### config.mk
export PLATFORM = sky130hd
export DESIGN_NAME = seg7_scan_driver
export DESIGN_NICKNAME = d
export VERILOG_FILES = /design/src/rtl/seg7_pkg.sv /design/src/rtl/seg7_prescaler.sv /design/src/rtl/seg7_scan_driver.sv
export SDC_FILE = /design/constraint.sdc
export NUM_CORES = 1
export LEC_CHECK = 0
export ABC_CLOCK_PERIOD_IN_PS = 3000
export CAP_MARGIN = 15
export CORE_MARGIN = 2
export CORE_UTILIZATION = 51
export CTS_CLUSTER_SIZE = 14
export DETAILED_ROUTE_END_ITERATION = 8
export GPL_TIMING_DRIVEN = 0
export PLACE_DENSITY = 0.73
export SLEW_MARGIN = 30
export SYNTH_ARGS = -nofsm -noshare
export SYNTH_HDL_FRONTEND = slang
export SYNTH_SLANG_ARGS = --single-unit
### constraint.sdc
create_clock -name clk -period 3 [get_ports clk]
set_clock_uncertainty 0.1 [all_clocks]
set_input_delay 0.6 -clock clk [delete_from_list [all_inputs] [get_ports clk]]
set_output_delay 0.6 -clock clk [all_outputs]
set_load 0.02 [all_outputs]
### src/rtl/seg7_pkg.sv
// Shared types and BCD-to-segment decode for the 3-digit multiplexed display driver.
package seg7_pkg;

    typedef enum logic [1:0] {S_U, S_T, S_H} scan_state_t;

    localparam logic [6:0] SEG_BLANK = 7'h7F;
    localparam logic [6:0] SEG_DASH  = 7'h3F;

    // Patterns are {g,f,e,d,c,b,a}, active-low; non-BCD nibbles show a dash.
    function automatic logic [6:0] bcd_to_seg(input logic [3:0] d);
        case (d)
            4'd0:    return 7'h40;
            4'd1:    return 7'h79;
            4'd2:    return 7'h24;
            4'd3:    return 7'h30;
            4'd4:    return 7'h19;
            4'd5:    return 7'h12;
            4'd6:    return 7'h02;
            4'd7:    return 7'h78;
            4'd8:    return 7'h00;
            4'd9:    return 7'h10;
            default: return SEG_DASH;
        endcase
    endfunction

endpackage

### src/rtl/seg7_prescaler.sv
// Slot timer: counts 0..CLK_DIV-1 per digit slot and flags the dead-time gap and slot end.
module seg7_prescaler #(
    parameter int CLK_DIV = 50000,
    parameter int GAP_CYC = 16
) (
    input  logic clk,
    input  logic rst,
    output logic slot_end,
    output logic in_gap
);

    localparam int CW = (CLK_DIV > 1) ? $clog2(CLK_DIV) : 1;

    logic [CW-1:0] cnt_q, cnt_d;

    assign slot_end = (cnt_q == CW'(CLK_DIV - 1));
    assign in_gap   = (cnt_q < CW'(GAP_CYC));
    assign cnt_d    = slot_end ? '0 : cnt_q + 1'b1;

    always_ff @(posedge clk or negedge rst) begin
        if (!rst) cnt_q <= '0;
        else      cnt_q <= cnt_d;
    end

endmodule

### src/rtl/seg7_scan_driver.sv
// 3-digit multiplexed 7-segment driver with frame-synchronous digit updates.
// Optional LEADING_ZERO_BLANK_EN blanks leading zeros in the hundreds/tens slots.
module seg7_scan_driver
    import seg7_pkg::*;
#(
    parameter int CLK_DIV = 50000,
    parameter int GAP_CYC = 16
) (
    input  logic       clk,
    input  logic       rst,
    input  logic       dig_valid,
    output logic       dig_ready,
    input  logic [3:0] dig1,
    input  logic [3:0] dig2,
    input  logic [3:0] dig3,
    output logic [6:0] seg,
    output logic [2:0] an,
    output logic       frame_done
);

`ifdef LEADING_ZERO_BLANK_EN
    localparam logic LZB = 1'b1;
`else
    localparam logic LZB = 1'b0;
`endif

    logic        slot_end, in_gap, boundary, xfer;
    scan_state_t state_q, state_d;
    logic [11:0] pend_q, pend_d, disp_q, disp_d;   // {hund,tens,units}
    logic        pend_full_q, pend_full_d;
    logic [6:0]  seg_q, seg_d;
    logic [2:0]  an_q, an_d, an_sel;
    logic [3:0]  slot_dig;
    logic        blank;

    seg7_prescaler #(.CLK_DIV(CLK_DIV), .GAP_CYC(GAP_CYC)) u_presc (
        .clk      (clk),
        .rst      (rst),
        .slot_end (slot_end),
        .in_gap   (in_gap)
    );

    assign boundary   = slot_end && (state_q == S_H);
    assign frame_done = boundary;
    assign dig_ready  = !pend_full_q;
    assign xfer       = dig_valid && dig_ready;
    assign seg        = seg_q;
    assign an         = an_q;

    always_comb begin
        state_d = state_q;
        if (slot_end) begin
            case (state_q)
                S_U:     state_d = S_T;
                S_T:     state_d = S_H;
                default: state_d = S_U;
            endcase
        end
    end

    // Promotion and load never collide: ready is low whenever pending is full.
    always_comb begin
        pend_d      = pend_q;
        pend_full_d = pend_full_q;
        disp_d      = disp_q;
        if (boundary && pend_full_q) begin
            disp_d      = pend_q;
            pend_full_d = 1'b0;
        end
        if (xfer) begin
            pend_d      = {dig3, dig2, dig1};
            pend_full_d = 1'b1;
        end
    end

    always_comb begin
        an_sel   = 3'b110;
        slot_dig = disp_q[3:0];
        blank    = 1'b0;
        case (state_q)
            S_T: begin
                an_sel   = 3'b101;
                slot_dig = disp_q[7:4];
                blank    = LZB && (disp_q[11:8] == 4'd0) && (disp_q[7:4] == 4'd0);
            end
            S_H: begin
                an_sel   = 3'b011;
                slot_dig = disp_q[11:8];
                blank    = LZB && (disp_q[11:8] == 4'd0);
            end
            default: ;
        endcase
        an_d  = 3'b111;
        seg_d = SEG_BLANK;
        if (!in_gap) begin
            an_d  = an_sel;
            seg_d = blank ? SEG_BLANK : bcd_to_seg(slot_dig);
        end
    end

    always_ff @(posedge clk or negedge rst) begin
        if (!rst) begin
            state_q     <= S_U;
            pend_q      <= '0;
            pend_full_q <= 1'b0;
            disp_q      <= '0;
            seg_q       <= SEG_BLANK;
            an_q        <= 3'b111;
        end else begin
            state_q     <= state_d;
            pend_q      <= pend_d;
            pend_full_q <= pend_full_d;
            disp_q      <= disp_d;
            seg_q       <= seg_d;
            an_q        <= an_d;
        end
    end

endmodule

==> results.md, run 1 <==
* Final setup violating endpoints at 0
* Number of CTS-inserted buffers at 5
* Ys flop type: dfrtp_1
* Ports at 27
* Share of layout cells above drive strength 1 at 24.78%
* Synth Warn # at 0
* R2r setup slk at 0.55 ns
* Max H-tree Level at 2
* CP startpoint kind: register
* Area leader, netlist: dfrtp_1
* Drt first pass iters at 5
* IO buf count at 26
* Status: finished, final reports clean
* ANT nets after route at 0
* Slew Limit Fails at 0
* Largest net degree at the start of global routing at 35
* Power density over cell area at 446.1 nW/um^2
* Vias in the first global route at 1496
* Synthesized area at 2439 sq um
* Root buf cell: clkbuf_8
* GP Congestion at 0.7991
* Die X-Extent at 73.15 microns
* Worst R2R Start: state_q[0]
* Hold/Removal Path Class: input port to async pin
* Worst-Skew Late Latency at just over 0.3 ns
* CP bufs+invs at 1
* First-pass GRT wire length at 7.079 mm
* Leakage power total at 0.001322 uW
* RR Endpoint: seg[3]
* Starting density of the core at 52.32%
* VDD IR max at 273.4 uV
* Share of the synthesized area in the top cell type at 44.13%
* Vias per cell at approximately 5.5
* Number of synthesized flops with an enable pin at 0
* 1st-iter DRT viols at 122
* FMAX at 351.9 MHz
* Hold Fails Final Rpt at 0
* Overflow after GRT at 0
* Initial antenna violation count at 0
* Async SR Flop Fraction at 100.0%
* Worst path slowest cell: clkdlybuf4s50_1
* RSZ-0062 raised after global routing: false
* Critical path peak fanout at 4
* Worst Tran Pin Value at 0.6949 ns
* CTS sink count at 53
* Final period util at 94.73%
* Critical Path End Type: output port
* Multi-input logic area at 1042 sq um
* Syn nets at 218
* Total track usage at 17.33%
* Critical path required time at around 2.3 ns
* Rows at 25
* CP max stage delay at 0.60 ns
* Core Util, Final at 62.31%
* Core Region at 4661 sq um
* Area Overhead vs Synth at 19.09%
* Max_slew headroom at 53.24%
* Crit path DAT at 2.14 ns
* Die Y at approximately 73 microns
* Fill cell count at 382
* Crit path max-delay family: simple AND/OR/NAND/NOR gates
* Synthesized area per cell at 12.51 sq um
* Clock transition at path regs at 0.09 ns
* Final Net Count at about 250
* Postcts setup bufs at 0
* Post-Synthesis Cells at between 150 and 200
* Diode count at 0
* Count of cell types in the netlist at 38
* CTS tree: built
* R2r worst-path depth at 9
* Sequential share of the synthesized area at between 50 and 60%
* Cts repair resizes at 0
* Worst-path cell chain: ha_1, nand3_2, nor3_1, and4_1, clkdlybuf4s50_1
* DRT Wirelength at about 4.0 mm
* Post-DR wirelength/cell at 13.93 microns
* Setup TNS at 0 ns
* Maximum Capacitance Violations at 0
* Full die area at 5351 sq um
* CP Class: register to output port
* Setup ws final at 0.1581 ns
* DP Worst Slack at 0.5209 ns
* Cts hold-fix bufs at 0
* HPWL Detailed at 2.885 mm
* Vias at 1558
* Clk buf depth at 2
* Drt drc at 0
* Flops & latches, synth at 53
* Synth top area cells: dfrtp_1, dfstp_2, mux2_2, mux2_4, ha_1
* Reg area at 1339 sq um
* Fin crit period at 2.842 ns
## layout make-up
cell class | count | area share, %
buffer | 4 | 0.9479
clock inverter | 2 | 1.293
inverter | 8 | 1.034
timing repair buffer | 27 | 9.565
tap | 54 | 2.327
clock buffer | 6 | 2.844
multi-input combinational | 130 | 35.89
sequential | 53 | 46.10
## cell families after synthesis
logic type               synth area share, %
XOR/XNOR                               4.310
adder cells (fa/ha/maj)                4.105
multiplexers                           13.85
flip-flops                             54.90
AND/OR/NAND/NOR                        13.80
buffers and inverters                  2.360
AO/OA/AOI/OAI                          6.670
## cell usage in the layout (no fill, tap or decap), types with 7 or more instances in the layout
cell type | Yosys | layout
dfrtp_1 | 43 | 43
clkdlybuf4s50_1 | 0 | 25
mux2_2 | 18 | 18
nor2_1 | 16 | 16
dfstp_2 | 10 | 10
mux2_4 | 9 | 9
inv_1 | 8 | 8
nand3_1 | 8 | 8
ha_1 | 8 | 8
a21oi_1 | 7 | 7
nand2_1 | 7 | 7
## routing by layer
metal / routed length [microns] / track usage, % / vias to the layer above
li1: - / - / 762
met1: 1846 / 22.56 / 751
met2: 1877 / 27.53 / 39
met3: 164 / 4.696 / 6
met4: 68 / 6.790 / 0
met5: 0 / 0 / -
## per-stage QoR
step / total power (uW) / hold WS [ns] / area [sq um] / instances
global placement: 810.3 / 0.3733 / 2766 / 275
detailed placement: 815.8 / 0.3817 / 2784 / 276
finish: 1295 / 0.04857 / 2904 / 284
CTS: 1312 / 0.04914 / 2904 / 284
floorplan: 775.2 / 0.2044 / 2439 / 195
global route: 1351 / 0.06210 / 2904 / 284
## report_power, final
group,internal (uW),switching (uW),leakage [uW]
combinational,33.7,19.7,0.000603
clock,271,225,0.0000574
sequential,735,10.1,0.000662
## state kept, by name (all words and copies together) (netlist names)
name / flops
u_presc.cnt_q: 16
seg: 7
disp_q: 12
state_q: 2
pend_full_q: 1
pend_q: 12
an: 3
## worst max path at each step
stage | from | endpoint | slack [ns] | cells after the start
floorplan | state_q[0] | seg[2] | 0.89 | 8
global placement | rst | pend_q[4] | -0.32 | 1
detailed placement | u_presc.cnt_q[0] | frame_done | 0.52 | 5
CTS | u_presc.cnt_q[0] | frame_done | 0.17 | 5
global route | u_presc.cnt_q[0] | frame_done | 0.05 | 5
finish | u_presc.cnt_q[0] | frame_done | 0.16 | 5
## Yosys cell counts, types with 2 or more instances
library cell,n
dfrtp_1,43
mux2_2,18
nor2_1,16
dfstp_2,10
mux2_4,9
ha_1,8
inv_1,8
nand3_1,8
a21oi_1,7
nand2_1,7
xnor2_1,6
xor2_1,6
a21o_1,4
a22oi_1,4
nand4_1,4
nor3_1,4
o21ai_0,4
and3_1,3
and4_1,3
nor4_1,3
a211oi_1,2
nor2b_1,2
## worst register-to-register path: cells and delay by family (launching register included)
kind | cells | cell delay (ns)
buffers and inverters | 3 | 0.53
AOI/OAI and AO/OA | 2 | 0.55
and+or+nand+nor | 2 | 0.17
DFF | 1 | 0.42
adders and majority gates | 2 | 0.62
No activity file was read; power rests on OpenSTA's default activity.
==> run 2, diff against run 1 <==
Settings changed: CORE_UTILIZATION 51 to 44, PLACE_DENSITY 0.73 to not set, REMOVE_ABC_BUFFERS set to 1.
==> run 2 against run 1 <==
  * Global-route usage fell by 1.6 points
  * Maximum frequency rose by 0.63%
  * First-iteration DRC count increased by 23%
  * Cell count increased by 4.6%
  * Total power is 4.6% higher
  * Non-clock buffer count shrank 5
  * Sequential share of layout area increased by 0.14 points
  * Hold slack better by 0.17 ns
  * Register-to-register slack better by 0.05 ns
  * Critical path type unchanged
==> results.md, run 2 (synthesized netlist as in run 1, its figures left out) <==
* Starting density of the core at 44.84% (-7.5 points)
* Initial antenna violation count at 0 (unchanged)
* Postcts setup bufs at 0 (unchanged)
* Drt drc at 0 (unchanged)
* Total power at 1355 uW (+4.6%)
* RSZ-0062 raised after global routing: false
* Clock transition at path regs at 0.10 ns (about the same)
* First-pass GRT wire length at 7.610 mm (+7.5%)
* Cts hold-fix bufs at 0 (unchanged)
* Drt first pass iters at 4 (-1)
* GP Congestion at 0.8775 (+9.8%)
* Vias in the first global route at 1645 (+10%)
* Critical path peak fanout at 5 (+1)
* Final period util at 94.13% (-0.60 points)
* CP Class: register to output port
* Critical path required time at 2.30 ns (about the same)
* Max_slew headroom at 51.83% (-1.4 points)
* Core Region at 5439 sq um (+17%)
* Fin crit period at 2.824 ns (-0.01790 ns)
* Multi-input logic area at 1045 sq um (+0.24%)
* Worst Tran Pin Value at 0.7159 ns (+0.02097 ns)
* Fill cell count at 466 (+22%)
* Post-DR wirelength/cell at 14.90 microns (+6.9%)
* Die Y at 78.45 microns (+7.2%)
* 1st-iter DRT viols at 150 (+23%)
* Reg area at 1339 sq um (unchanged)
* VDD IR max at 254.9 uV (-6.8%)
* Most common cell after layout, fill and taps aside: dfrtp_1
* Cts repair resizes at 0 (unchanged)
* R2r setup slk at 0.60 ns (+0.05 ns)
* Die X-Extent at 78.45 microns (+7.2%)
* Hold/Removal Path Class: input port to async pin
* Overflow after GRT at 0 (unchanged)
* Fin cells at 297 (+4.6%)
* Crit path DAT at 2.12 ns (-0.02 ns)
* CTS sink count at 53 (unchanged)
* Vias per cell at 5.357 (-2.4%)
* Full die area at 6154 sq um (+15%)
* Share of layout cells above drive strength 1 at 24.00% (-0.78 points)
* Slew Limit Fails at 0 (unchanged)
* Final Net Count at 247 (-2.0%)
* ANT nets after route at 0 (unchanged)
* Rows at 27 (+8.0%)
* Setup TNS at 0 ns (unchanged)
* Commonest non-fill, non-tap cells in the layout: dfrtp_1, clkdlybuf4s50_1, mux2_2
* Maximum Capacitance Violations at 0 (unchanged)
* Max reg flops at 16 (unchanged)
* FMAX at 354.1 MHz (+0.63%)
* Total track usage at 15.77% (-1.6 points)
* Vias at 1591 (+2.1%)
* Worst-Skew Late Latency at 0.30 ns (about the same)
* Max H-tree Level at 2 (unchanged)
* CP startpoint kind: register
* Ports at 27 (unchanged)
* Final hold slack at 0.2193 ns (+0.1707 ns)
* DRT Wirelength at 4.424 mm (+12%)
* Hold Fails Final Rpt at 0 (unchanged)
* Placed cell count at 289 (+4.7%)
* Core Util, Final at 53.23% (-9.1 points)
* Leakage power total at 0.001306 uW (-1.2%)
* Status: finished, final reports clean
* Final setup violating endpoints at 0 (unchanged)
* HPWL Detailed at 3.229 mm (+12%)
* Largest net degree at the start of global routing at 54 (+54%)
* Clk buf depth at 2 (unchanged)
* Biggest regs: u_presc.cnt_q (16), disp_q (12), pend_q (12)
* Power density over cell area at 467.9 nW/um^2 (+4.9%)
* Critical Path End Type: output port
* IO buf count at 26 (unchanged)
* Root buf cell: clkbuf_8
* Diode count at 0 (unchanged)
* CTS tree: built
* Number of CTS-inserted buffers at 5 (unchanged)
* Area Overhead vs Synth at 18.73%
* Most flop-heavy register: u_presc.cnt_q
-- run 2: changes by cell type in the layout (fill, tap and decap cells not counted) --
cell        previous run  this run
bufinv_16              1         2
buf_4                  2         1
clkbuf_8               6         5
nor2b_1                2         1
clkbuf_1               1         0
buf_6                  1         0
clkinvlp_4             1         0
buf_2                  1         0
clkinv_2               0         1
nor2b_2                0         1
buf_12                 1         0
-- run 2: critical path, cell delays in order, from the launching register on --
cell	delay [ns]
dfrtp_1	0.43
nor4_2	0.31
and2_2	0.26
and4_1	0.22
clkdlybuf4s50_1	0.60
-- run 2: metal layers --
metal	GRT usage, %	up-vias	routed length [microns]
met1	20.07	798	1996
met3	4.023	4	174
met4	4.912	0	24
met2	26.47	46	2228
met5	0	-	0
li1	-	743	-
-- run 2: where the power goes --
part	switching [uW]	internal (uW)	leakage [uW]
clock	227	331	0.0000681
sequential	10.7	735	0.000662
combinational	19.1	31.1	0.000577
total	257	1100	0.00131
-- run 2: worst paths after layout --
kind | from | endpoint | depth (start not counted)
setup reg to reg | state_q[0] | seg[1] | 8
hold / removal | rst | u_presc.cnt_q[13] | 1
setup / recovery | u_presc.cnt_q[13] | frame_done | 4
hold reg to reg | pend_q[10] | disp_q[10] | 1
max in group asynchronous | rst | pend_q[2] | 1
min in group clk | pend_q[10] | disp_q[10] | 1
-- run 2: final cells by class --
class	count	share of cell area, %
Sequential cell	53	46.24
Multi-Input combinational cell	130	36.08
Timing Repair Buffer	26	8.902
Tap cell	72	3.111
Clock buffer	5	2.377
Clock inverter	3	2.247
Inverter	8	1.037
-- run 2: metrics by stage --
stage	worst slack (ns)	area, sq um
after floorplan	1.024	2411
final	0.1760	2895
after CTS	0.1471	2895
after global routing	0.04032	2895
after global placement	-0.1944	2761
after detailed placement	0.5018	2761
==> run 3, diff against run 2 <==
Settings changed: DONT_BUFFER_PORTS set to 1.
==> run 3 against run 2 <==
  * Sequential power hardly changed
  * Highest routed layer unchanged
  * Cell area is 9.4% lower
  * Wire length is 5.1% higher
  * Sequential cell count stayed put
  * Hold slack worse by 0.19 ns
  * Worst setup slack better by 0.41 ns
  * Die area stayed put
==> results.md, run 3 (synthesized netlist as in run 1, its figures left out) <==
* Area Overhead vs Synth at 7.594%
* Biggest regs: u_presc.cnt_q (16), disp_q (12), pend_q (12)
* GP Congestion at 0.8271 (-5.7%)
* GR peak layer: met2
* Die Y at 78.45 microns (unchanged)
* Met2 GRT Util at 27.50% (+1.0 points)
* DP Worst Slack at 0.6490 ns (+0.1472 ns)
* 1st-iter DRT viols at 70 (-53%)
* Sw power at 261.9 uW (+2.0%)
* Worst Tran Pin Value at 0.7282 ns (+0.01228 ns)
* CP Class: register to register
* First-pass GRT wire length at 7.831 mm (+2.9%)
* DRT Wirelength at 4.649 mm (+5.1%)
* Initial antenna violation count at 0 (unchanged)
* Most flop-heavy register: u_presc.cnt_q
* Final setup violating endpoints at 0 (unchanged)
* Final instance area at 2624 sq um (-9.4%)
* Int Pwr at 920.9 uW (-16%)
* Overflow after GRT at 0 (unchanged)
* HPWL Detailed at 3.306 mm (+2.4%)
* Critical path required time at 3.12 ns (+0.82 ns)
* Root buf cell: clkbuf_8
* Placed cell area at 2504 sq um (-9.3%)
* Max reg flops at 16 (unchanged)
* Diode count at 0 (unchanged)
* Die X-Extent at 78.45 microns (unchanged)
* GR Util met1 at 21.17% (+1.1 points)
* Max_slew headroom at 51.01% (-0.83 points)
* Sequential power share at 63.1% (+8.0 points)
* Clock transition at path regs at 0.10 ns (about the same)
* Starting density of the core at 44.84% (unchanged)
* IO buf count at 0 (-100%)
* Full die area at 6154 sq um (unchanged)
* Core Region at 5439 sq um (unchanged)
* CTS sink count at 53 (unchanged)
* Status: finished, final reports clean
* Worst-Skew Late Latency at 0.30 ns (about the same)
* Hold Fails Final Rpt at 0 (unchanged)
* Vias per cell at 5.484 (+2.4%)
* Hold/Removal Path Class: input port to async pin
* Switching Fraction at 22.14% (+3.2 points)
* Largest net degree at the start of global routing at 44 (-19%)
* Number of CTS-inserted buffers at 5 (unchanged)
* Most common cell after layout, fill and taps aside: dfrtp_1
* Drt first pass iters at 4 (unchanged)
* CTS tree: built
* Clk buf depth at 2 (unchanged)
* Max H-tree Level at 2 (unchanged)
* Critical path peak fanout at 11 (+6)
* Fin crit period at 2.411 ns (-0.4130 ns)
* Slew Limit Fails at 0 (unchanged)
* Total track usage at 16.65% (+0.88 points)
* FMAX at 414.8 MHz (+17%)
* Ports at 27 (unchanged)
* Power density over cell area at 450.8 nW/um^2 (-3.7%)
* Total power at 1183 uW (-13%)
* Commonest non-fill, non-tap cells in the layout: dfrtp_1, mux2_2, nor2_1
* Critical Path End Type: register
* Setup TNS at 0 ns (unchanged)
* VDD IR max at 227.1 uV (-11%)
* Vias in the first global route at 1626 (-1.2%)
* Maximum Capacitance Violations at 0 (unchanged)
* Vias at 1497 (-5.9%)
* ANT nets after route at 0 (unchanged)
* Crit path DAT at 2.53 ns (+0.41 ns)
* Drt drc at 0 (unchanged)
* CP startpoint kind: register
* Final Net Count at 223 (-9.7%)
* RSZ-0062 raised after global routing: false
* Final period util at 80.37% (-14 points)
* Leakage power total at 0.001197 uW (-8.4%)
* Clock Power Share at 33.9% (-7.3 points)
* Combinational fraction of design power at 3.0% (-0.7 points)
* Setup ws final at 0.5890 ns (+0.4130 ns)
* Share of layout cells above drive strength 1 at 26.87% (+2.9 points)
* Post-DR wirelength/cell at 17.03 microns (+14%)
* Met3 global-route usage at 5.057% (+1.0 points)
* Rows at 27 (unchanged)
## run 3: cell type report
class                      instances  area, sq um
sequential                        53         1339
tap                               72        90.09
clock buffer                       5        68.82
fill                             482         2815
timing repair buffer               2        30.03
multi-input combinational        130         1045
clock inverter                     3        21.27
inverter                           8        30.03
## run 3: final timing paths
path	startpoint	endpoint	slack [ns]	cells past startpoint
worst max-delay path	state_q[0]	seg[1]	0.59	8
worst min-delay path	rst	an[0]	0.03	0
worst max register to register	state_q[0]	seg[1]	0.59	8
worst min register to register	u_presc.cnt_q[0]	u_presc.cnt_q[0]	0.41	1
max in group asynchronous	rst	an[1]	2.12	1
min in group clk	dig_valid	pend_full_q	0.31	1
## run 3: repair_timing
action / CTS / global route
buffers inserted: 0 / 0
hold buffers: 1 / 1
hold endpoints to repair: 43 / 2
resized for setup: 0 / 0
## run 3: power by group through the flow
| stage | Clock [uW] | Sequential [uW] | Combinational (uW) |
|---|---|---|---|
| after floorplan | 0 | 756 | 18.9 |
| after global placement | 0 | 759 | 19.5 |
| after detailed placement | 0 | 761 | 20.8 |
| after CTS | 416 | 747 | 35.4 |
| after global routing | 447 | 750 | 42.1 |
| final | 401 | 746 | 35.7 |
## run 3: critical path: stages, from the launching register on
cell and delay, ns:
dfrtp_1 0.42, inv_1 0.08, ha_1 0.49, nor2_1 0.10, a21oi_1 0.42, inv_1 0.14, ha_1 0.32, nor2_1 0.05
o21ai_0 0.20
## run 3: routing by layer
layer	up-vias	part of all wire (%)
met3	2	4.0
li1	698	-
met1	760	45
met2	37	51
met5	-	0
met4	0	0.52
## run 3: through the flow
stage | hold WS [ns] | util, % | std cells
after floorplan | 0.2044 | - | 191
after global placement | 0.2059 | 45.99 | 263
after detailed placement | 0.2061 | 46.03 | 263
after CTS | 0.01466 | 48.06 | 272
after global routing | 0.001515 | 48.24 | 273
final | 0.02695 | 48.24 | 273
